--- config.mk ---
export PLATFORM = sky130hd
export DESIGN_NAME = uart_rx_fifo
export DESIGN_NICKNAME = d
export VERILOG_FILES = /design/src/rtl/uart_pkg.sv /design/src/rtl/uart_fifo_core.sv /design/src/rtl/uart_rx_fifo.sv
export SDC_FILE = /design/constraint.sdc
export NUM_CORES = 1
export LEC_CHECK = 0
export CAP_MARGIN = 20
export CORE_UTILIZATION = 48
export CTS_BUF_LIST = sky130_fd_sc_hd__clkbuf_16
export CTS_CLUSTER_DIAMETER = 60
export CTS_CLUSTER_SIZE = 24
export DETAILED_ROUTE_END_ITERATION = 12
export DONT_BUFFER_PORTS = 1
export PLACE_DENSITY = 0.64
export SYNTH_ARGS = -nofsm -noshare
export SYNTH_HDL_FRONTEND = slang
export SYNTH_SLANG_ARGS = --single-unit
--- constraint.sdc ---
create_clock -name clk -period 9.1 [get_ports clk]
set_input_delay 0.455 -clock clk [delete_from_list [all_inputs] [get_ports clk]]
set_output_delay 0.455 -clock clk [all_outputs]
set_load 0.01 [all_outputs]
--- src/rtl/uart_pkg.sv ---
// Shared UART definitions used by the RX and TX buffering paths.
package uart_pkg;

    localparam int UART_DATA_W = 8;

    typedef struct packed {
        logic                   perr;
        logic [UART_DATA_W-1:0] data;
    } uart_rx_entry_t;

endpackage

--- src/rtl/uart_fifo_core.sv ---
// Generic synchronous FIFO with show-ahead read; shared by the UART RX and TX paths.
module uart_fifo_core #(
    parameter int DEPTH = 16,
    parameter int WIDTH = 9
) (
    input  logic                   clk,
    input  logic                   rst,
    input  logic                   push_i,
    input  logic                   pop_i,
    input  logic [WIDTH-1:0]       wdata_i,
    output logic [WIDTH-1:0]       rdata_o,
    output logic                   empty_o,
    output logic                   full_o,
    output logic [$clog2(DEPTH):0] count_o
);

    localparam int          AW       = $clog2(DEPTH);
    localparam logic [AW:0] FULL_CNT = (AW+1)'(DEPTH);

    logic [WIDTH-1:0] mem_q [DEPTH];
    logic [AW:0]      wr_ptr_q, wr_ptr_d;
    logic [AW:0]      rd_ptr_q, rd_ptr_d;
    logic             push_ok, pop_ok;

    // Pointers carry one extra wrap bit so equal low bits can mean either full or empty.
    assign count_o = wr_ptr_q - rd_ptr_q;
    assign empty_o = (wr_ptr_q == rd_ptr_q);
    assign full_o  = (count_o == FULL_CNT);
    assign pop_ok  = pop_i & ~empty_o;
    assign push_ok = push_i & (~full_o | pop_ok);
    assign rdata_o = mem_q[rd_ptr_q[AW-1:0]];

    always_comb begin
        wr_ptr_d = wr_ptr_q;
        rd_ptr_d = rd_ptr_q;
        if (push_ok) begin
            wr_ptr_d = wr_ptr_q + 1'b1;
        end
        if (pop_ok) begin
            rd_ptr_d = rd_ptr_q + 1'b1;
        end
    end

    always_ff @(posedge clk or posedge rst) begin
        if (rst) begin
            wr_ptr_q <= '0;
            rd_ptr_q <= '0;
        end else begin
            wr_ptr_q <= wr_ptr_d;
            rd_ptr_q <= rd_ptr_d;
        end
    end

    always_ff @(posedge clk) begin
        if (push_ok) begin
            mem_q[wr_ptr_q[AW-1:0]] <= wdata_i;
        end
    end

endmodule

--- src/rtl/uart_rx_fifo.sv ---
// Receive buffer behind uart_rx: edge-captures characters with their parity flag and flags overrun.
// Optional occupancy threshold interrupt is built when UART_RX_FIFO_THRESH_EN is defined.
module uart_rx_fifo
    import uart_pkg::*;
#(
    parameter int DEPTH  = 16,
    parameter int DATA_W = UART_DATA_W
) (
    input  logic                   clk,
    input  logic                   rst,
    input  logic [DATA_W-1:0]      i_rx_data,
    input  logic                   i_rx_done,
    input  logic                   i_parity_err,
    input  logic                   i_rd_en,
    input  logic                   i_clr_overrun,
`ifdef UART_RX_FIFO_THRESH_EN
    input  logic [$clog2(DEPTH):0] i_thresh,
    output logic                   o_thresh_irq,
`endif
    output logic [DATA_W-1:0]      o_rd_data,
    output logic                   o_rd_perr,
    output logic                   o_empty,
    output logic                   o_full,
    output logic [$clog2(DEPTH):0] o_count,
    output logic                   o_overrun
);

    logic            done_q;
    logic            wr_stb;
    logic            drop;
    logic            overrun_q, overrun_d;
    logic [DATA_W:0] head;

    assign wr_stb = i_rx_done & ~done_q;
    // A full FIFO is never empty, so any read this cycle frees the slot the write needs.
    assign drop   = wr_stb & o_full & ~i_rd_en;

    always_comb begin
        overrun_d = overrun_q;
        if (drop) begin
            overrun_d = 1'b1;
        end else if (i_clr_overrun) begin
            overrun_d = 1'b0;
        end
    end

    // done_q resets high so a level already present at reset release is not a new character.
    always_ff @(posedge clk or posedge rst) begin
        if (rst) begin
            done_q    <= 1'b1;
            overrun_q <= 1'b0;
        end else begin
            done_q    <= i_rx_done;
            overrun_q <= overrun_d;
        end
    end

    uart_fifo_core #(
        .DEPTH (DEPTH),
        .WIDTH (DATA_W + 1)
    ) u_core (
        .clk     (clk),
        .rst     (rst),
        .push_i  (wr_stb),
        .pop_i   (i_rd_en),
        .wdata_i ({i_parity_err, i_rx_data}),
        .rdata_o (head),
        .empty_o (o_empty),
        .full_o  (o_full),
        .count_o (o_count)
    );

    assign o_rd_data = o_empty ? '0 : head[DATA_W-1:0];
    assign o_rd_perr = o_empty ? 1'b0 : head[DATA_W];
    assign o_overrun = overrun_q;

`ifdef UART_RX_FIFO_THRESH_EN
    logic thresh_q, thresh_d;

    assign thresh_d = (i_thresh != '0) && (o_count >= i_thresh);

    always_ff @(posedge clk or posedge rst) begin
        if (rst) begin
            thresh_q <= 1'b0;
        end else begin
            thresh_q <= thresh_d;
        end
    end

    assign o_thresh_irq = thresh_q;
`endif

endmodule

======== Word-level counts from Yosys, hierarchy flattened ========
Memories as Yosys holds them, arrays and structs flattened.
Cells that the tools add are included.
storage, ports and cells
  logic and storage cells ................. 27
  register bits after elaboration ......... 12
  memories kept ........................... 1
  input bits .............................. 14
  bits in writable memories ............... 144
  bits in read-only memories .............. 0
  output and inout port bits .............. 17
  latch bits .............................. 0
memory list
  memory        words  width  read ports  clocked after memory_dff  write ports  RTL line              source
  u_core.mem_q  16     9      1           0                         1            uart_fifo_core.sv:20  logic [WIDTH-1:0] mem_q [DEPTH];
cells by class
  $add $sub $neg .......................... 3
  reduce and logical (&&, ||, !) cells .... 1
  divide/modulo/power cells ............... 0
  mux-type cells .......................... 6
  shift operators ......................... 0
  magnitude comparators ................... 0
  bitwise operators ....................... 10
  multipliers ............................. 0
  eq/ne operators ......................... 2
operator list
  cell                   count
  $add A5 B1 Y5 const B  2
  $mux W8                1
  $and A1 B1 Y1          5
  $eq A5 B5 Y1           1
  $eq A5 B5 Y1 const B   1
  $mux W1                5
  $sub A5 B5 Y5          1
  $not A1 Y1             4
  $reduce_bool A2 Y1     1
  $or A1 B1 Y1           1

======== Longest topological paths before layout ========
  depth after elaboration ................. 7
  mapped depth ............................ 10
  depth with buffers taken out ............ 9

======== Cells and area by module ========
Synthesis repeated with hierarchy kept, for this count alone.
unflattened totals
  cells, all modules ...................... 353
  area total of the unflattened synthesis .. 6456.2 sq um
modules (own cells, without submodules)
  module          area an instance (sq um)  instances  sequential area each (sq um)  cells each
  uart_fifo_core  6308.6                    1          4574.4                        337
  uart_rx_fifo    147.6                     1          51.3                          16

======== Worst setup path after synthesis ========
OpenSTA, ideal clock, no wires.
  path kind ............................... reg-to-reg
  start point ............................. reg u_core.rd_ptr_q[2]
  end point ............................... mem u_core.mem_q[3][0], enable pin
  slack ................................... 5243 ps
  library setup time ...................... 403 ps
  path buffers ............................ 2
  required time ........................... 8697 ps
  clock period less this slack ............ 3857 ps
  data arrival time ....................... 3455 ps
  stages on the path, launching flop included .. 10
  cells stage by stage .................... dfrtp_1 > buf_1 > inv_2 > ha_1 > and3b_1 > o21ai_0 > a2111oi_4 > a21oi_2 > buf_6 > nor4b_1
between the ends
  longest elaborated chain between the ends .. 7
  elaborated cells on any way between the ends .. 10
  classes of those cells .................. add/sub: 1; eq/ne: 2; mux: 2; bitwise: 5
RTL lines
  item                           RTL line              source
  start, declared                uart_fifo_core.sv:22  logic [AW:0] rd_ptr_q, rd_ptr_d;
  start signal, assigned         uart_fifo_core.sv:50  rd_ptr_q <= rd_ptr_d;
  $sub A5 B5 Y5                  uart_fifo_core.sv:26  assign count_o = wr_ptr_q - rd_ptr_q;
  $eq A5 B5 Y1                   uart_fifo_core.sv:28  assign full_o = (count_o == FULL_CNT);
  via o_full                     uart_rx_fifo.sv:23    output logic o_full,
  $not A1 Y1                     uart_fifo_core.sv:30  assign push_ok = push_i & (~full_o | pop_ok);
  $or A1 B1 Y1                   uart_fifo_core.sv:30
  $and A1 B1 Y1                  uart_fifo_core.sv:30
  $mux W1                        uart_fifo_core.sv:55  if (push_ok) begin
  $mux W1 (implied by the code)  uart_fifo_core.sv:56  mem_q[wr_ptr_q[AW-1:0]] <= wdata_i;
  end, declared                  uart_fifo_core.sv:20
The timed path passes the listed nets, and every way through them passes these cells.

======== Worst setup path after layout ========
  start point ............................. reg u_core.rd_ptr_q[2]
  end point ............................... mem u_core.mem_q[9][5], enable pin
The elaborated chain is that of the path after synthesis.

==> summary.md <==
| Metric | Value |
|---|---|
| Initial Util | 0.500 |
| Synth warnings | 0 |
| Crit Path Max Fanout | 22 |
| WHS Path Cells | 0 |
| Nets | 366 |
| Vias in the first global route | 3,244 |
| Antenna Nets Post-Route | 0 |
| DRC errors left | 0 |
| Synth unique cells | 37 |
| Final worst path period share | 0.465 |
| Gate Count Post-Synth | 331 |
| Outcome | completed |
| Gr ovfl total | 0 |
| Dominant synthesized flop cell | edfxtp_1 |
| Hold_sp | i_rx_done |
| Worst path required time | 9.15 ns |
| Drt first-iter violations | 248 |
| Most frequent cells in the layout | 144 x edfxtp_1, 36 x mux4_2, 21 x nand2_1 |
| Pins Over Slew Limit | 0 |
| Reg2reg path depth | 7 |
| Synthesis-stage register bit count | 156 |
| Core area | 12,800 um2 |
| Share of cells above drive strength 1 | 0.228 |
| CTS H-tree lvls | 4 |
| Reg-to-reg endpoint | u_core.mem_q[9][5] |
| Port Buffers | 0 |
| Router iterations before antenna repair | 4 |
| Mapped cell area | 6410 um2 |
| Row count | 41 |
| # IOs | 31 |
| Fmax | 236 MHz |
| FILL cells | 969 |
| Area growth syn-to-layout | 13.9% |
| Sequential share of the synthesized area | 0.722 |
| CP Launch Point | u_core.rd_ptr_q[2] |
| Flop-to-flop setup slack | 4.87 ns |
| Setup Skew | 0.00841 ns |
| Synthesized area per cell | 19.4 um2 |
| Initial antenna violation count | 0 |
| CP Capture Type | register |
| Max transition margin | 0.303 |
| Unrepaired setup endpoints after global routing | no |
| Final wirelength | 12,300 um |
| Register area | 4630 um2 |
| P_leak | 0.00247 uW |
| DR WL/cell | 23.3 um |
| Antenna cells | 0 |
| Critical path arrival | 4.28 ns |
| Die Area | 13,800 um2 |
| Worst hold path class | primary input to register |
| DIE WIDTH | 118 um |
| Kind of critical path | register to register |
| Pin count of the biggest net entering global routing | 40 |
| PwrDens | 330 nW/um2 |
| First-pass GRT wire length | 19,400 um |
| FFs w/ async S/R, synth | 0.0769 |
| Multi-input logic area | 1700 um2 |
| Commonest non-fill, non-tap cell in the layout | edfxtp_1 |
| Resized cells post-CTS | 0 |
| Setup Viol. Count Final | 0 |
| Clk Latency, worst-skew pair | 0.41 ns |
| Clk buf depth | 2 |
| Hold path endpoint | done_q |
| CTS Root Cell | clkbuf_16 |
| Final Hold Viols | 0 |
| Post-synth EDFFs | 144 |
| Min Tclk post-route | 4.23 ns |
| Die span in y | 118 um |
| CTS buffer count | 17 |
| TNS Setup | 0 ns |
| Overall Global Routing Usage | 0.195 |
| Hold Slack | 0.0331 ns |
| DR vias/cell | 5.87 |
| DP Wirelength | 7680 um |
| Mapped Nets | 355 |
| CTS sink cnt | 156 |
| R2R Path Start | u_core.rd_ptr_q[2] |
| Type of origin of the critical path | register |
| Clock slew at reported path FFs | 0.06 ns |
| Max_cap viols | 0 |
| CTS tree | built |
| RD Place Congestion | 0.805 |
| Total number of vias | 3,096 |
| Worst vdd rail ir drop | 0.283 mV |
| Worst-margin pin slew | 1.04 ns |
[cell type report]
| type | instances | share of cell area |
|---|---|---|
| Sequential cell | 156 | 0.634 |
| Multi-Input combinational cell | 150 | 0.232 |
| Clock buffer | 17 | 0.0583 |
| Clock inverter | 15 | 0.0333 |
| Tap cell | 172 | 0.0295 |
| Timing Repair Buffer | 7 | 0.00754 |
| Inverter | 10 | 0.00514 |
[cells in the mapped netlist (7+ instances only)]
cell type,n,area share
a211oi_1,10,0.012
ha_1,9,0.018
clkbuf_1,7,0.0041
nand2_1,21,0.012
edfxtp_1,144,0.67
inv_1,9,0.0053
mux2i_1,9,0.014
dfrtp_1,11,0.043
and3_1,11,0.011
mux4_2,36,0.13
and4b_1,8,0.012
[worst max-delay path by stage]
stage                          to  slack, ns  depth (start not counted)
2_1_floorplan  u_core.mem_q[3][0]       5.24                          9
3_3_place_gp   u_core.mem_q[2][1]       4.63                          7
3_5_place_dp   u_core.mem_q[2][4]       4.51                          7
4_1_cts        u_core.mem_q[2][3]       4.50                          7
5_1_grt        u_core.mem_q[2][3]       4.65                          8
6_report       u_core.mem_q[9][5]       4.87                          7
[repair_timing]
action / in CTS / in global routing
buffers inserted: 0 / 0
hold buffers: 1 / 0
endpoints found under the hold margin: 11 / 0
[report_power, final]
| group | internal, uW | switching (uW) |
|---|---|---|
| Sequential | 842 | 76.3 |
| Clock | 515 | 277 |
| Combinational | 304 | 393 |
[through the flow]
stage / setup slack, ns / std cells / utilization / instance area (um2) / power (uW)
floorplan: 5.24 / 331 / - / 6410 / 1470
global placement: 4.63 / 491 / 0.514 / 6600 / 1630
detailed placement: 4.51 / 491 / 0.514 / 6600 / 1630
CTS: 4.50 / 524 / 0.567 / 7280 / 2420
global route: 4.65 / 527 / 0.569 / 7300 / 2520
finish: 4.87 / 527 / 0.569 / 7300 / 2410
[critical path, cell delays in order, from the launching register on]
cell,delay (ns)
dfrtp_1,0.99
inv_2,0.39
ha_1,0.48
and3b_1,0.22
o21ai_0,0.32
a2111oi_4,0.19
a21oi_2,0.59
and4b_1,0.69
[routing by layer]
layer  wire length (um)  up-vias  track usage
met2               5970       93        0.304
met3                849       12       0.0591
li1                   -     1370            -
met5                  0        -            0
met4                177        0       0.0601
met1               5290     1621        0.264
[registers in the layout, summed over array words and instances, names as in the netlist]
name	cells
o_overrun	1
done_q	1
u_core.rd_ptr_q	5
u_core.wr_ptr_q	5
u_core.mem_q	144
[kinds of logic after synthesis]
logic type	Yosys count	share of synthesized area
muxes	46	0.142
and+or+nand+nor	63	0.0601
DFF	156	0.722
buffers and inverters	25	0.0166
AOI/OAI and AO/OA	21	0.0248
xor gates and xnor gates	10	0.0137
adders and majority gates	10	0.0207
(Power assumes the default switching activity.)
